[config.mk]
export PLATFORM = sky130hd
export DESIGN_NAME = ifctrl_mc
export DESIGN_NICKNAME = d
export VERILOG_FILES = /design/src/rtl/ifctrl_mc.sv
export SDC_FILE = /design/constraint.sdc
export NUM_CORES = 1
export LEC_CHECK = 0
export CAP_MARGIN = 20
export CELL_PAD_IN_SITES_DETAIL_PLACEMENT = 2
export CELL_PAD_IN_SITES_GLOBAL_PLACEMENT = 2
export CORE_ASPECT_RATIO = 1.5
export CORE_MARGIN = 3
export CORE_UTILIZATION = 39
export DETAILED_ROUTE_END_ITERATION = 6
export GPL_TIMING_DRIVEN = 1
export PLACE_DENSITY = 0.77
export REMOVE_ABC_BUFFERS = 1
export SLEW_MARGIN = 20
export SYNTH_ARGS = -nofsm -noshare
export SYNTH_HDL_FRONTEND = slang
export SYNTH_SLANG_ARGS = --single-unit
[constraint.sdc]
create_clock -name clock -period 6.6 [get_ports clock]
set_input_delay 0.66 -clock clock [delete_from_list [all_inputs] [get_ports clock]]
set_output_delay 0.66 -clock clock [all_outputs]
set_load 0.02 [all_outputs]
[src/rtl/ifctrl_mc.sv]
// ifctrl_mc: multi-channel interface controller; round-robin session grant, routing-word buffer, BRAM config forward.
// Optional watchdog via IFCTRL_MC_TIMEOUT_EN (adds TIMEOUT parameter and O_Tmo pulse).
package ifctrl_mc_pkg;
   typedef struct packed {
      logic        v;
      logic        acq;
      logic        rls;
      logic [31:0] d;
   } FTk_t;
   // d[31:30] classifies a word: 00 payload, 01 routing attr, 10 rconfig attr, 11 other attr
   localparam logic [1:0] ATTR_NONE  = 2'b00;
   localparam logic [1:0] ATTR_ROUTE = 2'b01;
   localparam logic [1:0] ATTR_RCFG  = 2'b10;
endpackage

module ifctrl_mc
   import ifctrl_mc_pkg::*;
#(
   parameter int NUM_CH    = 4,
   parameter int NUM_ROUTE = 4
`ifdef IFCTRL_MC_TIMEOUT_EN
   , parameter int TIMEOUT = 1024
`endif
) (
   input  logic                           clock,
   input  logic                           reset,
   input  FTk_t                           I_FTk [NUM_CH],
   output logic [NUM_CH-1:0]              O_Nack,
   output FTk_t                           O_FTk,
   output FTk_t                           O_RCFG,
   output logic                           O_Req,
   output logic [NUM_CH-1:0]              O_Grant,
   output logic [$clog2(NUM_CH)-1:0]      O_ChID,
   output logic [$clog2(NUM_ROUTE+1)-1:0] O_RNum,
   output logic                           O_Ovf,
   output logic                           O_Busy,
   input  logic                           I_Stall,
   input  logic                           I_Done,
   input  logic                           I_St_Done,
   input  logic                           I_Rls
`ifdef IFCTRL_MC_TIMEOUT_EN
   , output logic                         O_Tmo
`endif
);
   localparam int WIDTH_CH = $clog2(NUM_CH);
   localparam int CW       = $clog2(NUM_ROUTE+1);
   localparam int DEPTH    = 1 << CW;

   typedef enum logic [2:0] {IDLE, ID_T, ID_F, ATTRIB, ROUTE, RATRIB, RCFG, RUN} state_t;
   state_t state;

   FTk_t                sel;
   logic [NUM_CH-1:0]   acq;
   logic [NUM_CH-1:0]   win_oh;
   logic [WIDTH_CH-1:0] rr;
   logic [WIDTH_CH-1:0] win_idx;
   logic                win_vld;
   logic [31:0]         rbuf [DEPTH];
   logic [CW-1:0]       rd;
   logic                draining;
   logic                accept;
   logic                wr_en;
   logic                end_session;
   logic                tmo_fire;

   assign sel    = I_FTk[O_ChID];
   assign accept = sel.v & ~I_Stall;
   assign wr_en  = (state == ROUTE) & ~draining & accept & (sel.d[31:30] == ATTR_NONE);
   assign O_Busy = (state != IDLE);

   always_comb begin
      for (int k = 0; k < NUM_CH; k++) acq[k] = I_FTk[k].acq;
   end

   // first requester at or after the round-robin pointer
   always_comb begin
      logic [WIDTH_CH:0] j;
      j       = '0;
      win_vld = 1'b0;
      win_idx = '0;
      for (int k = 0; k < NUM_CH; k++) begin
         j = {1'b0, rr} + (WIDTH_CH+1)'(k);
         if (j >= (WIDTH_CH+1)'(NUM_CH)) j = j - (WIDTH_CH+1)'(NUM_CH);
         if (!win_vld && acq[j[WIDTH_CH-1:0]]) begin
            win_vld = 1'b1;
            win_idx = j[WIDTH_CH-1:0];
         end
      end
      win_oh = '0;
      if (win_vld) win_oh[win_idx] = 1'b1;
   end

   assign end_session = (sel.rls && (state inside {ID_T, ID_F, ATTRIB, RATRIB}))
                      | ((state == RUN) && I_Done) | tmo_fire;

   always_ff @(posedge clock) begin
      if (wr_en && (O_RNum < CW'(NUM_ROUTE))) rbuf[O_RNum] <= sel.d;
   end

   always_ff @(posedge clock or posedge reset) begin
      if (reset) begin
         state    <= IDLE;
         rr       <= '0;
         O_Grant  <= '0;
         O_ChID   <= '0;
         O_Nack   <= '0;
         O_FTk    <= '0;
         O_RCFG   <= '0;
         O_Req    <= 1'b0;
         O_RNum   <= '0;
         O_Ovf    <= 1'b0;
         rd       <= '0;
         draining <= 1'b0;
      end else begin
         O_Req  <= 1'b0;
         O_RCFG <= '0;
         O_Nack <= (state == IDLE) ? (acq & ~win_oh) : (acq & ~O_Grant);

         // a drain beat outranks the external clears
         if (!I_Stall) begin
            if (draining && (rd != O_RNum)) begin
               O_FTk <= '{v: 1'b1, acq: 1'b0, rls: 1'b0, d: rbuf[rd]};
               rd    <= rd + 1'b1;
            end else if (I_Rls || I_St_Done) begin
               O_FTk <= '0;
            end else begin
               O_FTk.v <= 1'b0;
            end
         end

         case (state)
            IDLE: if (win_vld) begin
               O_Grant <= win_oh;
               O_ChID  <= win_idx;
               rr      <= (win_idx == WIDTH_CH'(NUM_CH - 1)) ? '0 : win_idx + 1'b1;
               state   <= ID_T;
            end
            ID_T: if (sel.v) state <= ID_F;
            ID_F: if (sel.v) state <= ATTRIB;
            ATTRIB: if (accept) begin
               if (sel.d[31:30] == ATTR_ROUTE)     state <= ROUTE;
               else if (sel.d[31:30] == ATTR_RCFG) state <= RCFG;
            end
            ROUTE: begin
               if (draining) begin
                  if (rd == O_RNum) begin
                     draining <= 1'b0;
                     state    <= RUN;
                  end
               end else begin
                  if (wr_en) begin
                     if (O_RNum < CW'(NUM_ROUTE)) O_RNum <= O_RNum + 1'b1;
                     else                         O_Ovf  <= 1'b1;
                  end
                  if (sel.rls) begin
                     O_Req    <= 1'b1;
                     draining <= 1'b1;
                     rd       <= '0;
                  end else if (accept && (sel.d[31:30] != ATTR_NONE)
                               && (sel.d[31:30] != ATTR_ROUTE)) begin
                     state <= RATRIB;
                  end
               end
            end
            RATRIB: if (accept) state <= RCFG;
            RCFG: begin
               if (accept) O_RCFG <= sel;
               if (sel.rls) begin
                  O_Req    <= 1'b1;
                  draining <= 1'b1;
                  rd       <= '0;
                  state    <= RUN;
               end
            end
            RUN: if (draining && (rd == O_RNum)) draining <= 1'b0;
            default: state <= IDLE;
         endcase

         if (end_session) begin
            state    <= IDLE;
            O_Grant  <= '0;
            O_ChID   <= '0;
            O_RNum   <= '0;
            O_Ovf    <= 1'b0;
            draining <= 1'b0;
            rd       <= '0;
         end
      end
   end

`ifdef IFCTRL_MC_TIMEOUT_EN
   localparam int TW = $clog2(TIMEOUT+1);
   state_t        prev_state;
   logic [TW-1:0] tmo_q;
   logic [TW-1:0] tmo_eff;
   logic          in_win;

   // a state change restarts the count in the same cycle it is observed
   assign in_win   = state inside {ID_T, ID_F, ATTRIB, ROUTE, RATRIB, RCFG};
   assign tmo_eff  = (state != prev_state) ? '0 : tmo_q;
   assign tmo_fire = in_win & ~sel.v & (tmo_eff == TW'(TIMEOUT - 1));

   always_ff @(posedge clock or posedge reset) begin
      if (reset) begin
         prev_state <= IDLE;
         tmo_q      <= '0;
         O_Tmo      <= 1'b0;
      end else begin
         prev_state <= state;
         tmo_q      <= (!in_win || sel.v) ? '0 : tmo_eff + 1'b1;
         O_Tmo      <= tmo_fire;
      end
   end
`else
   assign tmo_fire = 1'b0;
`endif
endmodule
# Word-level counts from Yosys, hierarchy flattened

Memories as Yosys holds them, arrays and structs flattened.
Index checks and enable logic that the tools add are counted.

Add/subtract/negate cells: 10
Multiplexer cells: 79
Reduce and logical (&&, ||, !) cells: 35
Bitwise logic cells: 12
$lt $le $gt $ge: 12
Equal/unequal tests: 26

Operator list:

| operator            | count |
|---|---|
| $mux 35             | 5 |
| $bmux 35 s2         | 1 |
| $mux 3              | 23 |
| $mux 34             | 1 |
| $mux 2              | 12 |
| $mux 1              | 23 |
| $pmux 3 s7          | 1 |
| $mux 4              | 5 |
| $ne 3x3->1 const B  | 6 |
| $lt 2x3->1 const B  | 5 |
| $reduce_bool 2->1   | 7 |
| $eq 3x3->1 const B  | 4 |
| $ge 3x3->1 const B  | 4 |
| $logic_and 1x1->1   | 11 |
| $reduce_and 11->1   | 1 |
| $and 4x4->4         | 2 |
| $bmux 1 s2          | 4 |
| $ne 4x3->1 const B  | 2 |
| $not 4->4           | 2 |
| $reduce_and 4->1    | 2 |
| $reduce_bool 4->1   | 2 |
| $reduce_bool 8->1   | 1 |
| $sub 2x1->2 const B | 4 |
| $add 2x2->3 const B | 2 |
| other kinds (32)    | 44 |

Register bits: 94
Input port bits: 146
Memories: 1
Word-level logic and storage cells: 193
Output and inout bits: 86
Memory bits (writable): 256

Memories:

| name | depth | bits a word | rd ports | clocked after Yosys merged registers in | write ports | line | RTL |
|---|---|---|---|---|---|---|---|
| rbuf | 8     | 32          | 1        | 0                                       | 1           | 58   | `logic [31:0] rbuf [DEPTH];` |

# Depth between registers and ports, before layout

Depth in word-level cells: 22
Mapped depth: 9
Depth with buffers taken out: 8

# Worst setup path before layout

Ideal clock, no wire load.

Path kind: register to register
From: reg O_ChID[0]
To: mem rbuf[0][0], enable pin
Required time: 6132 ps
Arrival: 4449 ps
Setup time: 468 ps
Path slack: 1683 ps
Clock period less this slack: 4917 ps
Path buffers: 1
Stages on the path, launching flop included: 8
Cell sequence: dfrtp_1 -> buf_4 -> mux4_2 -> inv_1 -> ha_1 -> nand3_1 -> nor3_2 -> nor3b_1

RTL lines:

| item                   | line | RTL |
|---|---|---|
| from (decl)            | 33   | `output logic [$clog2(NUM_CH)-1:0] O_ChID,` |
| from (signal assigned) | 134  | `O_ChID <= win_idx;` |
| to (decl)              | 58   |  |

==> flow_summary_export.csv <==
group,metric,value,unit
run_status,status,"completed",
worst_setup_path,cp.arrival,4.03,ns
synthesis,synth_edf_count,256,
global_routing,gr-total-overflow,0,
route,drt_iter0_drc,357,
synthesis,synth_top_family_by_area,"multiplexers",
timing,whs,0.479,ns
place,post-place-cells,1585,
clocking,post_cts_buffers,0,
place,io_buffer_count,229,
route,antenna_left,0,
worst_setup_path,crit_slowest_cell,"dfrtp_4",
global_routing,grt_max_degree,68,
route,drt-total-wl,39300,um
timing,fin_crit,3.81,ns
synthesis,avgSynthCellArea,18.1,sq um
synthesis,synthTopCellsByCount,"edfxtp_1 (256), mux4_2 (99), dfrtp_1 (92)",
synthesis,yosysWarnings,0,
power_and_ir_drop,vdd_drop_max,0.213,mV
hold_path,hold_path.class,"register to register",
layout,nets,1300,
synthesis,netlist_instances,785,
worst_setup_path,ff2ff_setup_slack,2.79,ns
clocking,cts_buffers,35,
timing,worstMarginPinSlew,1.01,ns
global_routing,met1_usage,0.228,
floorplan,row_count,85,
clocking,cts_htree_levels,2,
floorplan,initial_utilization,0.395,
power_and_ir_drop,p_per_area,318,nW/um^2
clocking,clkLatencyLatePin,0.52,ns
synthesis,ys_ff_latch,348,
global_routing,met3_usage,0.0289,
timing,finalHoldViolCount,0,
power_and_ir_drop,p_leak,6.74,nW
worst_setup_path,cp-start-kind,"register",
route,viasPerCell,5.07,
floorplan,dieWidth,162,um
global_routing,antenna_found_initial,0,
layout,stdcell_count,1649,
worst_setup_path,worstSetupPathType,"register to register",
job,max-cap-violations,0,
global_routing,grt_util_all_layers,0.207,
timing,rsz0062_at_grt,"no",
timing,final_max_slew_viol_count,0,
global_routing,use_met2,0.411,
route,drt-pass1-iter-count,4,
layout,diodes,0,
synthesis,synth_compound_area_frac,0.0305,
place,placement.cell_area,17500,sq um
layout,multi_input_area,4510,sq um
worst_setup_path,critPathMaxStageDelay,0.83,ns
clocking,cts_resized,0,
synthesis,syn_area,14200,sq um
global_routing,grt_pass1_wl,60400,um
layout,synthToLayoutAreaGrowth,31.4,%
floorplan,die_h,240,um
layout,final_area,18700,sq um
global_routing,grt_pass1_vias,9852,
synthesis,synthFlopType,"edfxtp_1",
synthesis,yosysMostFrequentCell,"edfxtp_1",
synthesis,synthArstFlopShare,0.264,
clocking,clkTransAtPathRegs,0.07,ns
synthesis,synth_seq_area_share,0.703,
floorplan,die_area,38800,sq um
worst_setup_path,end_kind,"register",
timing,worst_slack,2.79,ns
clocking,tritoncts,"yes",
worst_setup_path,path_cells,"mux4_2, inv_1, ha_1, nand3_1, nor3_2, nand2_1, nor2_4, buf_16",
layout,drive_gt1_frac,0.156,
synthesis,synth_xor_area_frac,0.00370,
route,route.detailed.wl_per_inst,23.8,um
synthesis,yosysTopAreaCell,"edfxtp_1",
worst_setup_path,crit_fanout,25,
layout,seq_area,10000,sq um
clocking,cts_hold_buf,0,
synthesis,synthSimpleGateAreaFrac,0.0528,
timing,min_period_over_period,0.578,
timing,fmax,262,MHz
synthesis,synth_adder_area_share,0.00704,
place,hpwl,26500,um
floorplan,core_region_area,35900,sq um
route,drc,0,
clocking,cts_root_buf,"clkbuf_16",
timing,setup_violations,0,
floorplan,io_pins,232,
timing,fin_setup_tns,0,ns
place,place_ws,2.49,ns
timing,clock_skew,0.0162,ns
synthesis,synth_mux_area_frac,0.185,
clocking,clk_path_buf_depth,3,
synthesis,yosysUniqueCellTypes,49,
synthesis,synthTopCellsByArea,"edfxtp_1 (54%), dfrtp_1 (16%), mux4_2 (16%)",
place,gp_congestion,0.775,
timing,max_slew_margin,0.327,
worst_setup_path,required,6.82,ns
route,vias,8364,
synthesis,synth_top_area_share,0.541,
clocking,cts_num_sinks,348,
global_routing,top_usage_layer,"met2",
layout,nFillCells,3362,
[area by class of cell]
| class | instances | area share |
|---|---|---|
| inverters | 14 | 0.00295 |
| well taps | 478 | 0.0320 |
| clock buffers | 52 | 0.0564 |
| flip-flops and latches | 348 | 0.535 |
| multi-input cells | 508 | 0.241 |
| clock inverters | 10 | 0.00308 |
| repair buffers | 239 | 0.129 |
[stage by stage]
| step | total power [mW] | util |
|---|---|---|
| finish | 5.93 | 0.520 |
| global route | 6.20 | 0.520 |
| CTS | 6.01 | 0.518 |
| detailed placement | 4.05 | 0.487 |
| global placement | 3.95 | 0.487 |
| floorplan | 3.54 | - |
[power breakdown]
part / switching [mW] / internal [mW]
Combinational: 0.587 / 0.452
Clock: 0.828 / 1.11
Sequential: 0.198 / 2.76
[registers in the layout, summed over array words and instances, names as in the netlist, 3 cells and up]
name and count:
O_FTk 33, O_Grant 4, rbuf 256, state 3
rd 3, O_RCFG 35, O_Nack 4, O_RNum 3
[worst max-delay path: cells and delay by family (launching register included)]
kind                     cells  cell delay (ns)
AND/OR/NAND/NOR              4             1.32
flip-flops                   1             0.83
multiplexers                 1             0.73
buffers and inverters        2             0.41
adder cells (fa/ha/maj)      1             0.19
[metal layers]
metal	vias up	part of all wire
li1	3666	-
met3	55	0.034
met5	-	0
met2	207	0.59
met1	4436	0.36
met4	0	0.021
[layout by cell type, fill, tap and decap left out, types with 6 or more instances in the layout]
cell type and instances:
nor2_1 20, conb_1 130, dfrtp_1 87, and2_1 33, a21oi_1 15, mux4_2 99
clkdlybuf4s50_1 229, clkbuf_1 9, o21ai_0 37, ha_1 8, mux2i_1 35, edfxtp_1 256
nor4_1 6, nand2_1 63, inv_1 13, clkbuf_16 38, buf_4 8
[cell families after synthesis]
| family | after synthesis |
|---|---|
| other | 1 |
| buffers and inverters | 58 |
| DFF | 348 |
| adders and majority gates | 8 |
| xor gates and xnor gates | 6 |
| AOI/OAI and AO/OA | 72 |
| and+or+nand+nor | 153 |
| muxes | 139 |
[path summary, 6_finish.rpt]
path | from | to | depth (start not counted)
hold reg to reg | O_FTk[13]$_DFFE_PP0P_ | O_FTk[13]$_DFFE_PP0P_ | 2
max in group asynchronous | reset | O_ChID[0]$_DFFE_PP0P_ | 3
setup reg to reg | O_ChID[0]$_DFFE_PP0P_ | rbuf[1][5]$_DFFE_PP_ | 8
hold / removal | O_FTk[13]$_DFFE_PP0P_ | O_FTk[13]$_DFFE_PP0P_ | 2
min in group asynchronous | reset | O_RCFG[9]$_DFF_PP0_ | 2
setup / recovery | O_ChID[0]$_DFFE_PP0P_ | rbuf[1][5]$_DFFE_PP_ | 8
Note: power is estimated with default switching activity, not from simulation.
